## src/rtl/fp_pkg.sv

```systemverilog
// Shared flag indices, operand classes and format helpers for the pipelined
// floating-point add/subtract datapath.
package fp_pkg;

    localparam int FLAG_INV = 3;
    localparam int FLAG_OVF = 2;
    localparam int FLAG_UNF = 1;
    localparam int FLAG_INX = 0;

    typedef enum logic [1:0] {
        CLS_ZERO,
        CLS_NORM,
        CLS_INF,
        CLS_NAN
    } fp_class_e;

    function automatic int fp_bias(input int exp_w);
        return (1 << (exp_w - 1)) - 1;
    endfunction

    function automatic int fp_exp_ones(input int exp_w);
        return (1 << exp_w) - 1;
    endfunction

    // Canonical quiet NaN: sign 0, exponent all-ones, only the fraction MSB set.
    function automatic logic [127:0] fp_qnan(input int exp_w, input int man_w);
        return (128'(fp_exp_ones(exp_w)) << man_w) | (128'(1) << (man_w - 1));
    endfunction

    // Subnormals (exponent 0) are flushed, so they classify as zero.
    function automatic fp_class_e fp_classify(input logic exp_zero, input logic exp_ones,
                                              input logic frac_nz);
        if (exp_zero) return CLS_ZERO;
        if (!exp_ones) return CLS_NORM;
        return frac_nz ? CLS_NAN : CLS_INF;
    endfunction

endpackage

```

## src/rtl/fp_lzc.sv

```systemverilog
// Combinational leading-zero counter; an all-zero input counts as N.
module fp_lzc #(
    parameter int N  = 24,
    parameter int CW = $clog2(N + 1)
) (
    input  logic [N-1:0]  value,
    output logic [CW-1:0] count
);

    // Scanning upward lets the highest set bit make the final assignment.
    always_comb begin
        count = CW'(N);
        for (int i = 0; i < N; i++) begin
            if (value[i]) count = CW'(N - 1 - i);
        end
    end

endmodule

```

## src/rtl/fp_addsub_pipe.sv

```systemverilog
// Three-stage IEEE-754-style adder/subtractor (align, add, normalise/round) with
// round-to-nearest-even, flush-to-zero, explicit specials and a global stall.
module fp_addsub_pipe
    import fp_pkg::*;
#(
    parameter int EXP_W = 8,
    parameter int MAN_W = 23,
    localparam int W = 1 + EXP_W + MAN_W
) (
    input  logic         clk,
    input  logic         rst,
    input  logic         in_valid,
    output logic         in_ready,
    input  logic [W-1:0] a,
    input  logic [W-1:0] b,
    input  logic         op,
    output logic         out_valid,
    input  logic         out_ready,
    output logic [W-1:0] result,
    output logic [3:0]   flags
);

    localparam int F   = MAN_W + 4;            // hidden, fraction, guard, round, sticky
    localparam int SAT = MAN_W + 3;
    localparam int SHW = $clog2(SAT + 1);
    localparam int AW  = 2 * MAN_W + 6;
    localparam int LZW = $clog2(MAN_W + 2);
    localparam int EW  = EXP_W + LZW + 1;      // two's-complement exponent headroom
    localparam logic [EXP_W-1:0] EXP_ONES = EXP_W'(fp_exp_ones(EXP_W));
    localparam logic [W-1:0]     QNAN     = W'(fp_qnan(EXP_W, MAN_W));

    logic adv;
    assign adv      = !out_valid || out_ready;
    assign in_ready = adv;

    // ---------------- stage 1: unpack, order, align ----------------
    logic             sa, sb;
    logic [EXP_W-1:0] ea, eb;
    logic [MAN_W-1:0] fa, fb;
    fp_class_e        ca, cb;
    logic [MAN_W:0]   ma, mb;

    assign {sa, ea, fa} = a;
    assign eb = b[W-2 -: EXP_W];
    assign fb = b[MAN_W-1:0];
    assign sb = b[W-1] ^ op;
    assign ca = fp_classify(ea == '0, ea == EXP_ONES, fa != '0);
    assign cb = fp_classify(eb == '0, eb == EXP_ONES, fb != '0);
    assign ma = (ca == CLS_NORM) ? {1'b1, fa} : '0;
    assign mb = (cb == CLS_NORM) ? {1'b1, fb} : '0;

    logic             lg_sign, spec_n;
    logic [EXP_W-1:0] lg_exp, sm_exp, exp_diff;
    logic [MAN_W:0]   lg_man, sm_man;
    logic [SHW-1:0]   shamt;
    logic [AW-1:0]    wide;
    logic [F-1:0]     sm_aligned;
    logic [W-1:0]     spec_res_n;
    logic [3:0]       spec_flags_n;

    // NOTE: every variable gets a default first, so no path can infer a latch.
    always_comb begin
        lg_sign      = sa;
        lg_exp       = ea;
        lg_man       = ma;
        sm_exp       = eb;
        sm_man       = mb;
        spec_n       = 1'b0;
        spec_res_n   = '0;
        spec_flags_n = '0;
        if ({eb, mb} > {ea, ma}) begin
            lg_sign = sb;
            lg_exp  = eb;
            lg_man  = mb;
            sm_exp  = ea;
            sm_man  = ma;
        end
        exp_diff   = lg_exp - sm_exp;
        shamt      = (32'(exp_diff) > SAT) ? SHW'(SAT) : SHW'(exp_diff);
        wide       = {sm_man, {(MAN_W + 5){1'b0}}} >> shamt;
        sm_aligned = {wide[AW-1 -: MAN_W + 3], |wide[MAN_W+2:0]};

        if (ca == CLS_NAN || cb == CLS_NAN) begin
            spec_n     = 1'b1;
            spec_res_n = QNAN;
        end else if (ca == CLS_INF && cb == CLS_INF && sa != sb) begin
            spec_n                 = 1'b1;
            spec_res_n             = QNAN;
            spec_flags_n[FLAG_INV] = 1'b1;
        end else if (ca == CLS_INF || cb == CLS_INF) begin
            spec_n     = 1'b1;
            spec_res_n = {(ca == CLS_INF) ? sa : sb, EXP_ONES, {MAN_W{1'b0}}};
        end
    end

    logic             s1_valid, s1_spec, s1_sign, s1_sub;
    logic [W-1:0]     s1_spec_res;
    logic [3:0]       s1_spec_flags;
    logic [EXP_W-1:0] s1_exp;
    logic [F-1:0]     s1_lg, s1_sm;

    // NOTE: only valid bits are reset; datapath registers are qualified by them,
    // so discarding in-flight work needs nothing more.
    always_ff @(posedge clk) begin : stage1
        if (rst) begin
            s1_valid <= 1'b0;
        end else if (adv) begin
            s1_valid <= in_valid;
            if (in_valid) begin
                s1_spec       <= spec_n;
                s1_spec_res   <= spec_res_n;
                s1_spec_flags <= spec_flags_n;
                s1_sign       <= lg_sign;
                s1_sub        <= sa ^ sb;
                s1_exp        <= lg_exp;
                s1_lg         <= {lg_man, 3'b000};
                s1_sm         <= sm_aligned;
            end
        end
    end

    // ---------------- stage 2: add / subtract magnitudes ----------------
    logic             s2_valid, s2_spec, s2_sign, s2_sub;
    logic [W-1:0]     s2_spec_res;
    logic [3:0]       s2_spec_flags;
    logic [EXP_W-1:0] s2_exp;
    logic [F:0]       s2_sum;

    always_ff @(posedge clk) begin : stage2
        if (rst) begin
            s2_valid <= 1'b0;
        end else if (adv) begin
            s2_valid <= s1_valid;
            if (s1_valid) begin
                s2_spec       <= s1_spec;
                s2_spec_res   <= s1_spec_res;
                s2_spec_flags <= s1_spec_flags;
                s2_sign       <= s1_sign;
                s2_sub        <= s1_sub;
                s2_exp        <= s1_exp;
                s2_sum        <= s1_sub ? ({1'b0, s1_lg} - {1'b0, s1_sm})
                                        : ({1'b0, s1_lg} + {1'b0, s1_sm});
            end
        end
    end

    // ---------------- stage 3: normalise, round, pack ----------------
    logic [LZW-1:0]   lz;
    logic [F-1:0]     norm;
    logic [EW-1:0]    exp_n, exp_r;
    logic [MAN_W:0]   mant;
    logic             inc, inexact;
    logic [MAN_W+1:0] rounded;
    logic [MAN_W-1:0] frac;
    logic [W-1:0]     res_n;
    logic [3:0]       flags_n;

    fp_lzc #(.N(MAN_W + 1), .CW(LZW)) u_lzc (
        .value(s2_sum[F-1 -: MAN_W + 1]),
        .count(lz)
    );

    always_comb begin
        if (s2_sum[F]) begin
            norm  = s2_sum[F:1] | F'(s2_sum[0]);
            exp_n = EW'(s2_exp) + EW'(1);
        end else begin
            norm  = s2_sum[F-1:0] << lz;
            exp_n = EW'(s2_exp) - EW'(lz);
        end
        mant    = norm[F-1:3];
        inc     = norm[2] & (norm[1] | norm[0] | mant[0]);
        inexact = |norm[2:0];
        rounded = {1'b0, mant} + (MAN_W + 2)'(inc);
        exp_r   = rounded[MAN_W+1] ? exp_n + EW'(1) : exp_n;
        frac    = rounded[MAN_W+1] ? rounded[MAN_W:1] : rounded[MAN_W-1:0];

        res_n            = {s2_sign, exp_r[EXP_W-1:0], frac};
        flags_n          = '0;
        flags_n[FLAG_INX] = inexact;
        if (s2_spec) begin
            res_n   = s2_spec_res;
            flags_n = s2_spec_flags;
        end else if (s2_sum == '0) begin
            res_n   = {s2_sign & !s2_sub, {(W - 1){1'b0}}};
            flags_n = '0;
        end else if (!exp_r[EW-1] && exp_r[EW-2:0] >= (EW - 1)'(EXP_ONES)) begin
            res_n             = {s2_sign, EXP_ONES, {MAN_W{1'b0}}};
            flags_n[FLAG_OVF] = 1'b1;
            flags_n[FLAG_INX] = 1'b1;
        end else if (exp_r[EW-1] || exp_r == '0) begin
            res_n             = {s2_sign, {(W - 1){1'b0}}};
            flags_n[FLAG_UNF] = 1'b1;
            flags_n[FLAG_INX] = 1'b1;
        end
    end

    // NOTE: non-blocking assignments make every stage sample its feeder's old value.
    always_ff @(posedge clk) begin : stage3
        if (rst) begin
            out_valid <= 1'b0;
            result    <= '0;
            flags     <= '0;
        end else if (adv) begin
            out_valid <= s2_valid;
            if (s2_valid) begin
                result <= res_n;
                flags  <= flags_n;
            end
        end
    end

endmodule

```

## config.mk

```make
export PLATFORM = sky130hd
export DESIGN_NAME = fp_addsub_pipe
export DESIGN_NICKNAME = d
export VERILOG_FILES = /design/src/rtl/fp_pkg.sv /design/src/rtl/fp_lzc.sv /design/src/rtl/fp_addsub_pipe.sv
export SDC_FILE = /design/constraint.sdc
export NUM_CORES = 1
export LEC_CHECK = 0
export CAP_MARGIN = 15
export CELL_PAD_IN_SITES_DETAIL_PLACEMENT = 0
export CELL_PAD_IN_SITES_GLOBAL_PLACEMENT = 2
export CORE_UTILIZATION = 40
export CTS_CLUSTER_DIAMETER = 40
export DETAILED_ROUTE_END_ITERATION = 10
export MAX_ROUTING_LAYER = met4
export PLACE_DENSITY_LB_ADDON = 0.1
export RECOVER_POWER = 100
export SLEW_MARGIN = 0
export SYNTH_ARGS = -nofsm -noshare
export SYNTH_HDL_FRONTEND = slang
export SYNTH_HIERARCHICAL = 1
export SYNTH_SLANG_ARGS = --single-unit
```

## constraint.sdc

```tcl
create_clock -name clk -period 20.7 [get_ports clk]
set_clock_uncertainty 0.2 [all_clocks]
set_input_delay 4.14 -clock clk [delete_from_list [all_inputs] [get_ports clk]]
set_output_delay 4.14 -clock clk [all_outputs]
set_load 0.01 [all_outputs]
```

==> results of run 1 <==
-- worst max path at each step --
| stage | slack [ns] | start | to |
|---|---|---|---|
| floorplan | 9.32 | a[28] | s1_sm[0] |
| global placement | 8.44 | a[24] | s1_sm[0] |
| detailed placement | 8.21 | a[25] | s1_sm[0] |
| CTS | 8.68 | a[25] | s1_sm[0] |
| global route | 5.57 | a[24] | s1_sm[0] |
| finish | 6.29 | a[24] | s1_sm[0] |
-- cell families (layout without fill, tap and decap cells) --
kind of cell | Yosys count | after routing | share of synthesized area
AO/OA/AOI/OAI | 495 | 495 | 0.2301
XOR/XNOR | 63 | 63 | 0.03893
adder cells (fa/ha/maj) | 93 | 93 | 0.08315
buffers and inverters | 180 | 245 | 0.05270
flip-flops | 146 | 146 | 0.2818
multiplexers | 82 | 82 | 0.09365
AND/OR/NAND/NOR | 636 | 636 | 0.2197
-- critical path, cell delays in order --
cell                            delay (ns)
sky130_fd_sc_hd__dlygate4sd3_1        0.61
sky130_fd_sc_hd__nand4_1              0.12
sky130_fd_sc_hd__nor2_1               0.09
sky130_fd_sc_hd__a21oi_1              1.53
sky130_fd_sc_hd__nand2_1              0.29
sky130_fd_sc_hd__ha_1                 0.41
sky130_fd_sc_hd__nand4_1              0.14
sky130_fd_sc_hd__or4_1                0.65
sky130_fd_sc_hd__nor3b_1              0.38
sky130_fd_sc_hd__a21o_1               0.21
sky130_fd_sc_hd__nand2_1              1.10
sky130_fd_sc_hd__a31oi_1              0.70
sky130_fd_sc_hd__o221ai_1             0.25
sky130_fd_sc_hd__a2111o_1             0.72
sky130_fd_sc_hd__nor2_1               1.33
sky130_fd_sc_hd__o32ai_1              0.39
sky130_fd_sc_hd__mux2_1               0.44
sky130_fd_sc_hd__a222oi_1             0.38
sky130_fd_sc_hd__and4bb_1             0.28
sky130_fd_sc_hd__a31o_1               0.18
sky130_fd_sc_hd__o211ai_1             0.07
-- flip-flops by register name, summed over array words and instances, names as in the netlist, 4 cells and up --
register / cells
flags: 4
result: 32
s1_exp: 8
s1_lg: 24
s1_sm: 27
s2_exp: 8
s2_sum: 28
-- power by group --
part	internal, mW	total (mW)	leakage [nW]	switching [mW]
Clock	0.181	0.318	0.304	0.137
Sequential	0.338	0.355	1.30	0.0172
Combinational	0.155	0.406	4.57	0.252
Total	0.674	1.08	6.18	0.406
-- cells in the final DEF, fill, tap and decap left out, types with 32 or more instances in the layout --
master | Yosys | routed
sky130_fd_sc_hd__dlygate4sd3_1 | 0 | 44
sky130_fd_sc_hd__edfxtp_1 | 107 | 107
sky130_fd_sc_hd__nor2_1 | 159 | 158
sky130_fd_sc_hd__clkdlybuf4s50_1 | 0 | 62
sky130_fd_sc_hd__ha_1 | 91 | 91
sky130_fd_sc_hd__nand2_1 | 193 | 194
sky130_fd_sc_hd__xnor2_1 | 44 | 44
sky130_fd_sc_hd__nor3_1 | 48 | 49
sky130_fd_sc_hd__dfxtp_1 | 39 | 39
sky130_fd_sc_hd__o21ai_0 | 147 | 148
sky130_fd_sc_hd__a21oi_1 | 103 | 103
sky130_fd_sc_hd__inv_1 | 89 | 89
sky130_fd_sc_hd__nor4_1 | 31 | 32
sky130_fd_sc_hd__nand3_1 | 37 | 37
sky130_fd_sc_hd__mux4_2 | 37 | 37
-- metal layers --
| layer | part of all wire | up-vias |
|---|---|---|
| li1 | - | 6436 |
| met1 | 0.44 | 6427 |
| met2 | 0.48 | 514 |
| met3 | 0.050 | 85 |
| met4 | 0.030 | 0 |
| met5 | 0 | - |
-- per-stage QoR --
| step | hold slack, ns | util | cells | setup slack, ns | area [um^2] |
|---|---|---|---|---|---|
| 3_3_place_gp | 0.2039 | 0.4482 | 2182 | 8.436 | 15560 |
| 4_1_cts | 0.2200 | 0.4662 | 2214 | 8.676 | 16180 |
| 6_report | 0.2181 | 0.4640 | 2215 | 6.294 | 16110 |
| 5_1_grt | 0.2236 | 0.4640 | 2215 | 5.566 | 16110 |
| 3_5_place_dp | 0.2054 | 0.4482 | 2182 | 8.209 | 15560 |
| 2_1_floorplan | 0.2003 | - | 1695 | 9.322 | 14170 |
-- cell type report --
cell class	count	area, um^2
fillers	3526	18610
multi-input cells	1369	9413
flip-flops and latches	146	3994
repair buffers	122	1166
well taps	455	569.3
clock buffers	20	500.5
inverters	91	341.6
clock inverters	12	121.4
==> run summary, run 1 <==
Largest net degree at the start of global routing = 69
Diode insertion count for antenna repair = 0
Pwr per Cell Area = 67.06 nW/um^2
CTS H-Tree Depth = 4
Reg2Reg Setup Slack = 11.41 ns
Leakage = 6.176 nW
Worst IR Drop VDD = 0.00004407 V
Core Region = 34710 um^2
Post-layout minimum cycle time = 14.41 ns
Top cells by instance count after synthesis = sky130_fd_sc_hd__nand2_1, sky130_fd_sc_hd__nor2_1, sky130_fd_sc_hd__o21ai_0
Share of synthesized flip-flops with an asynchronous set or reset = 0
Leading cell type by number of instances after synthesis = sky130_fd_sc_hd__nand2_1
Data required, critical path = 20.78 ns
Dpl hpwl = 38120 um
Portion of the post-synthesis area used by sequential elements = 0.2818
Synth area leader = sky130_fd_sc_hd__edfxtp_1
Worst hold path stage count = 0
Synthesis Warnings = 6
Hold worst-path end = s2_exp[2]
Share of final-layout standard cells stronger than drive strength 1 = 0.07841
DRC = 0
Overall Global Routing Usage = 0.2753
Initial antenna violation count = 0
Busiest metal layer after global routing = met2
Post-synthesis cell type count = 101
Endpoint arrival time on the critical path = 14.48 ns
Maximum operating frequency = 69.42 MHz
Result of the run = finished, violations left
Cell types occupying the most area after synthesis = sky130_fd_sc_hd__edfxtp_1, sky130_fd_sc_hd__ha_1, sky130_fd_sc_hd__mux4_2
Router iterations before antenna repair = 6
Vias in the first global route = 12830
Start point of the worst min-delay path = s1_exp[2]
Worst-skew pair later-pin latency = 0.44 ns
Routed WL per cell = 21.78 um
Total detailed-routing wirelength = 48250 um
First-pass GRT wire length = 74520 um
End of the worst register-to-register path = result[5]
Final cycle utilization of the critical path = 0.6959
Max-slew violations = 310
Post-DR vias/cell = 6.078
Met1 capacity usage during global routing = 0.3509
Max Cap Viol = 8
Synth Flop Type = sky130_fd_sc_hd__edfxtp_1
Routability cong. = 0.9821
CTS Buffer Depth = 2
Post-CTS repair timing setup buffer count = 0
Post-CTS Resized = 0
Setup Crit Path Kind = primary input to flop
Number of I/O port buffers = 106
Area growth from synthesis to final layout = 13.62%
Number of clock sinks = 146
Root buffer cell = sky130_fd_sc_hd__clkbuf_16
Standard-cell rows = 68
Transition time at the pin with the least slew margin = 3.445 ns
Clock tree from TritonCTS = done
Endpoints failing hold = 0
Clock transition at the registers of the reported paths = 0.07 ns
Final count of negative-setup-slack endpoints = 0
Number of instances in the synthesized netlist = 1695
RSZ-0062 raised after global routing = false
Hold buffers post-CTS = 0
Combined area of all synthesized cells = 14170 um^2
Post-Syn Area per Cell = 8.363 um^2
Post-route ant nets = 0
Overall die height = 190.2 um
Vias after detailed routing = 13460
Number of synthesized flops with an enable pin = 107
Share of the synthesized area in the top cell type = 0.2267
Total CTS buffers = 17
Largest driver fanout on the critical path = 68
Max-Slew Margin vs Limit = -1.297
Number of DRC violations after detailed-routing iteration 0 = 1307
Remaining Overflow, GRT = 0
Met2 Use GR = 0.4577
Reg2Reg Launch Point = s2_sum[7]
Nets = 1909
Min-delay worst type = flop to flop
Die area = 36190 um^2
FF+latch count, synth = 146
Sort of element at the end of the critical path = flop
Total Neg Setup Slack = 0 ns
Die Width = 190.2 um
Routing usage on met3 = 0.02227
Number of nets produced by synthesis = 1857
Effective utilization at floorplan = 0.4083
Violated checks = capacitance limit, slew limit
IO Pins = 107
Startpoint types = primary input
Final Total Pwr = 1.080 mW
Worst reg-to-reg path cell count = 20
Note: power is estimated with default switching activity, not from simulation.
==> run 2: changes to the inputs <==
CORE_UTILIZATION = 37   (was 40)
clock period = 14 ns   (was 20.7 ns; I/O delays follow)
==> run 2 against run 1 <==
  * The flow still finishes with violations (capacitance limit, slew limit)
  * Worst setup slack lost 4.2 ns
  * Sequential share of layout area is essentially flat
  * Non-clock buffer count grew 3
  * Largest power group unchanged
  * Design area grew 0.15%
  * Sequential power grew 48%
  * Via count shrank 1.6%
  * Utilization shrank 3.6 points
  * Global-route usage shrank 1.7 points
  * Register-to-register slack lost 6.5 ns
  * Combinational power grew 49%
  * Die area grew 8.0%
==> run summary, run 2 (same netlist as run 1, synthesis figures left out) <==
Total CTS buffers = 17 (unchanged)
Final Total Pwr = 1.546 mW (+43%)
Data required, critical path = 13.96 ns (-6.82 ns)
First-pass GRT wire length = 75270 um (+1.0%)
Vias after detailed routing = 13250 (-1.6%)
Violated checks = capacitance limit, slew limit
Area growth from synthesis to final layout = 13.79%
Routability cong. = 0.9617 (-2.1%)
Sort of element at the end of the critical path = flop
Nets = 1912 (+0.16%)
Min-delay worst type = flop to flop
Routed WL per cell = 21.50 um (-1.3%)
Delay of the slowest critical-path stage = 1.50 ns (-0.03 ns)
Startpoint types = primary input
Largest driver fanout on the critical path = 25 (-63%)
Worst IR Drop VDD = 0.00007236 V (+64%)
Setup Crit Path Kind = primary input to flop
Number of fill cells in the layout = 3805 (+7.9%)
Overall Global Routing Usage = 0.2582 (-0.01715)
Root buffer cell = sky130_fd_sc_hd__clkbuf_16
IO Pins = 107 (unchanged)
RSZ-0062 raised after global routing = false
Slowest CP cell = sky130_fd_sc_hd__a21oi_1
Core Region = 37670 um^2 (+8.5%)
Total Neg Setup Slack = 0 ns (unchanged)
DRC = 0 (unchanged)
Most flop-heavy register = result
Post-CTS repair timing setup buffer count = 0 (unchanged)
Post-route ant nets = 0 (unchanged)
Post-DR vias/cell = 5.828 (-4.1%)
Die Width = 197.7 um (+3.9%)
Placed Cells incl. Taps = 2241 (+2.7%)
CTS Buffer Depth = 2 (unchanged)
Endpoint arrival time on the critical path = 11.89 ns (-2.59 ns)
Max-Slew Margin vs Limit = -1.287 (+0.01000)
CTS H-Tree Depth = 4 (unchanged)
Clock tree from TritonCTS = done
Die area = 39100 um^2 (+8.0%)
Hold buffers post-CTS = 0 (unchanged)
Dpl hpwl = 38570 um (+1.2%)
Pwr per Cell Area = 95.87 nW/um^2 (+43%)
Effective utilization at floorplan = 0.3763 (-0.03201)
Number of clock sinks = 146 (unchanged)
Number of I/O port buffers = 106 (unchanged)
Worst-skew pair later-pin latency = 0.42 ns (-0.02 ns)
Diode insertion count for antenna repair = 0 (unchanged)
Post-layout minimum cycle time = 11.93 ns
Max Cap Viol = 5 (-3)
Largest regs = result (32), s2_sum (28), s1_sm (27)
Final cycle utilization of the critical path = 0.8522
Post-CTS Resized = 0 (unchanged)
Most used cells in the layout excluding fill and tap cells = sky130_fd_sc_hd__nand2_1, sky130_fd_sc_hd__nor2_1, sky130_fd_sc_hd__o21ai_0
Max-slew violations = 186 (-40%)
Initial antenna violation count = 0 (unchanged)
Total detailed-routing wirelength = 48890 um (+1.3%)
Transition time at the pin with the least slew margin = 3.430 ns (-0.01499 ns)
Result of the run = finished, violations left
Overall die height = 197.7 um (+3.9%)
Share of final-layout standard cells stronger than drive strength 1 = 0.07771 (-0.0007006)
Vias in the first global route = 12550 (-2.2%)
Hold slack = 0.2194 ns (+0.001298 ns)
Commonest non-fill, non-tap cell in the layout = sky130_fd_sc_hd__nand2_1
Maximum operating frequency = 83.81 MHz
Clock transition at the registers of the reported paths = 0.07 ns (about the same)
Standard-cell rows = 71 (+4.4%)
Router iterations before antenna repair = 5 (-1)
Leakage = 6.147 nW (-0.47%)
Endpoints failing hold = 0 (unchanged)
Largest net degree at the start of global routing = 69 (unchanged)
Final count of negative-setup-slack endpoints = 0 (unchanged)
Remaining Overflow, GRT = 0 (unchanged)
Number of DRC violations after detailed-routing iteration 0 = 1042 (-20%)
Largest register FFs = 32 (unchanged)
Finished Layout Cells = 2274 (+2.7%)
==> run 2: cell count changes in the layout (fill, tap and decap cells not counted), moves of 2 or more <==
cell | before | now
sky130_fd_sc_hd__clkinv_4 | 2 | 5
sky130_fd_sc_hd__clkbuf_16 | 20 | 17
sky130_fd_sc_hd__clkinv_1 | 1 | 3
sky130_fd_sc_hd__buf_4 | 11 | 14
sky130_fd_sc_hd__clkbuf_1 | 4 | 6
sky130_fd_sc_hd__inv_8 | 4 | 1
==> run 2: final timing paths <==
kind | start | slack (ns) | endpoint | depth (start not counted)
min | s1_exp[6] | 0.22 | s2_exp[6] | 0
min reg2reg | s1_exp[6] | 0.22 | s2_exp[6] | 0
max reg2reg | s2_sum[10] | 4.93 | result[13] | 20
max | a[23] | 2.07 | s1_sm[0] | 25
==> run 2: critical path, delay by kind of cell <==
family	cells	cell delay [ns]
simple gates	12	3.89
compound gates	8	3.21
fa+ha+maj	2	0.83
buf+inv	1	0.61
mux	2	0.54
==> run 2: power by group <==
group	leakage [nW]	internal [mW]	total (mW)	switching [mW]
logic	4.59	0.229	0.605	0.376
registers	1.30	0.500	0.527	0.0266
clock network	0.256	0.229	0.415	0.186
total	6.15	0.958	1.55	0.588
==> run 2: cell type report <==
cell class,count,area [um^2],share of cell area
multi-input cells,1369,9417,0.5838
repair buffers,125,1201,0.07447
clock buffers,19,432.9,0.02684
inverters,91,341.6,0.02118
flip-flops and latches,146,3994,0.2476
well taps,511,639.4,0.03964
clock inverters,13,103.9,0.006439
==> run 2: per-layer routing <==
layer  wire (um)  vias up  GRT usage  share of wire
li1            -     6443          -              -
met1       21890     6326     0.3322           0.45
met2       23850      411     0.4338           0.49
met3        1876       73    0.01908          0.038
met4        1272        0    0.07666          0.026
met5           0        -          -              0
==> run 2: stage by stage <==
| step | utilization | cell area [um^2] | setup WS (ns) |
|---|---|---|---|
| final | 0.4282 | 16130 | 2.069 |
| after floorplan | - | 14170 | 3.962 |
| after global routing | 0.4282 | 16130 | 1.456 |
| after detailed placement | 0.4156 | 15650 | 2.696 |
| after CTS | 0.4298 | 16190 | 3.150 |
| after global placement | 0.4156 | 15650 | 2.859 |
==> run 3: changes to the inputs <==
CORE_MARGIN = 2   (was not set)
==> run 3 against run 2 <==
  * The flow still finishes with violations (capacitance limit, slew limit)
  * Worst hold slack is essentially flat
  * Critical path depth is the same
  * Via count grew 0.98%
  * Global-route usage grew 0.18 points
  * Sequential cell count is the same
  * Worst setup slack lost 0.050 ns
  * Die area grew 2.0%
  * Largest cell class unchanged
  * First-iteration DRC count shrank 18%
  * Combinational power is essentially flat
  * Sequential share of layout area is essentially flat
==> run summary, run 3 (same netlist as run 1, synthesis figures left out) <==
Result of the run = finished, violations left
Violated checks = capacitance limit, slew limit
Final count of negative-setup-slack endpoints = 0 (unchanged)
CTS Buffer Depth = 2 (unchanged)
Data required, critical path = 13.98 ns (+0.02 ns)
Total Neg Setup Slack = 0 ns (unchanged)
Clock transition at the registers of the reported paths = 0.07 ns (about the same)
Leakage = 6.163 nW (+0.27%)
Worst hold path stage count = 0 (unchanged)
Effective utilization at floorplan = 0.3763 (unchanged)
Final instance area = 16150 um^2 (+0.13%)
Delay of the slowest critical-path stage = 1.46 ns (-0.04 ns)
Post-CTS Resized = 0 (unchanged)
Maximum operating frequency = 83.47 MHz (-0.41%)
Root buffer cell = sky130_fd_sc_hd__clkbuf_16
Die Width = 199.7 um (+1.0%)
Hold buffers post-CTS = 0 (unchanged)
Commonest non-fill, non-tap cell in the layout = sky130_fd_sc_hd__nand2_1
Largest driver fanout on the critical path = 24 (-4.0%)
Path length in cells of the critical path = 25 (unchanged)
Number of DRC violations after detailed-routing iteration 0 = 851 (-18%)
Most used cell along the critical path = sky130_fd_sc_hd__nand4_1
Highest metal layer used by the detailed router = met4
Final cycle utilization of the critical path = 0.8558 (+0.003542)
Worst reg-to-reg path cell count = 25 (+25%)
Remaining Overflow, GRT = 0 (unchanged)
RSZ-0062 raised after global routing = false
Min-delay worst type = flop to flop
Startpoint types = primary input
Wire length on met2 = 24350 um (+2.1%)
Met3 WL post-DR = 1986 um (+5.9%)
Number of fill cells in the layout = 3898 (+2.4%)
Core Region = 37670 um^2 (unchanged)
Router iterations before antenna repair = 6 (+1)
CTS H-Tree Depth = 4 (unchanged)
Share of final-layout standard cells stronger than drive strength 1 = 0.08002 (+0.002314)
Diode insertion count for antenna repair = 0 (unchanged)
IO Pins = 107 (unchanged)
Overall die height = 199.7 um (+1.0%)
Endpoint arrival time on the critical path = 11.96 ns (+0.07 ns)
Most flop-heavy register = result
Post-layout minimum cycle time = 11.98 ns (+0.04959 ns)
Largest regs = result (32), s2_sum (28), s1_sm (27)
Overall Global Routing Usage = 0.2600 (+0.001768)
Worst-skew pair later-pin latency = 0.43 ns (about the same)
Largest net degree at the start of global routing = 69 (unchanged)
Hold slack = 0.2196 ns (+0.0001880 ns)
Vias in the first global route = 12800 (+2.0%)
Max Cap Viol = 5 (unchanged)
Area growth from synthesis to final layout = 13.94%
Initial antenna violation count = 0 (unchanged)
Post-DR vias/cell = 5.888 (+1.0%)
Clock tree from TritonCTS = done
Max-slew violations = 207 (+11%)
Setup Crit Path Kind = primary input to flop
Post-CTS repair timing setup buffer count = 0 (unchanged)
Number of I/O port buffers = 106 (unchanged)
Slowest CP cell = sky130_fd_sc_hd__a21oi_1
Pwr per Cell Area = 97.29 nW/um^2 (+1.5%)
Sort of element at the end of the critical path = flop
DP Area = 15650 um^2 (about the same)
Most used cells in the layout excluding fill and tap cells = sky130_fd_sc_hd__nand2_1, sky130_fd_sc_hd__nor2_1, sky130_fd_sc_hd__o21ai_0
First-pass GRT wire length = 76890 um (+2.2%)
Finished Layout Cells = 2273 (-0.044%)
Routed WL per cell = 22.02 um (+2.4%)
Family of cells with the greatest summed delay on the critical path = simple AND/OR/NAND/NOR gates
Die area = 39890 um^2 (+2.0%)
Endpoints failing hold = 0 (unchanged)
Standard-cell rows = 71 (unchanged)
Largest register FFs = 32 (unchanged)
DRC = 0 (unchanged)
Total CTS buffers = 17 (unchanged)
Post-route ant nets = 0 (unchanged)
M1 wire length = 22240 um (+1.6%)
Nets = 1911 (-0.052%)
Max-Slew Margin vs Limit = -1.325 (-0.03827)
Routability cong. = 0.9306 (-3.2%)
Total detailed-routing wirelength = 50040 um (+2.4%)
Final Total Pwr = 1.571 mW (+1.6%)
Transition time at the pin with the least slew margin = 3.488 ns (+0.05740 ns)
Worst IR Drop VDD = 0.00005703 V (-21%)
Vias after detailed routing = 13380 (+0.98%)
Placed Cells incl. Taps = 2240 (-0.045%)
CP Buf/Inv Count = 1 (unchanged)
Dpl hpwl = 39560 um (+2.6%)
Number of clock sinks = 146 (unchanged)
run 3: changes by cell type in the layout (fill, tap and decap cells not counted), moves of 2 or more:
| cell | previous run | this run |
|---|---|---|
| sky130_fd_sc_hd__mux2_1 | 3 | 1 |
| sky130_fd_sc_hd__clkinvlp_4 | 2 | 0 |
| sky130_fd_sc_hd__buf_4 | 14 | 12 |
| sky130_fd_sc_hd__mux2_2 | 19 | 21 |
| sky130_fd_sc_hd__inv_6 | 3 | 7 |
run 3: area by class of cell:
cell class	count	area [um^2]	area share
Clock buffer	17	425.4	0.02634
Tap cell	511	639.4	0.03959
Timing Repair Buffer	124	1190	0.07368
Inverter	91	341.6	0.02115
Multi-Input combinational cell	1369	9422	0.5834
Sequential cell	146	3994	0.2473
Clock inverter	15	138.9	0.008599
run 3: final timing paths:
check	to	slack, ns	startpoint
max	s1_sm[0]	2.02	a[23]
min reg2reg	s2_exp[0]	0.22	s1_exp[0]
max reg2reg	result[5]	4.80	s2_sum[4]
min	s2_exp[0]	0.22	s1_exp[0]
run 3: through the flow:
step / setup WS (ns) / util
global route: 1.341 / 0.4288
global placement: 2.644 / 0.4154
floorplan: 3.962 / -
finish: 2.019 / 0.4288
detailed placement: 2.645 / 0.4154
CTS: 3.084 / 0.4303
run 3: metal layers:
layer	global-route usage	vias to the layer above
li1	-	6454
met1	0.3340	6416
met2	0.4316	449
met3	0.02319	64
met4	0.08807	0
met5	-	-
run 3: power breakdown:
| part | leakage (nW) | switching (mW) | internal [mW] |
|---|---|---|---|
| sequential | 1.30 | 0.0272 | 0.500 |
| combinational | 4.59 | 0.376 | 0.230 |
| clock | 0.278 | 0.204 | 0.235 |
| total | 6.16 | 0.607 | 0.964 |
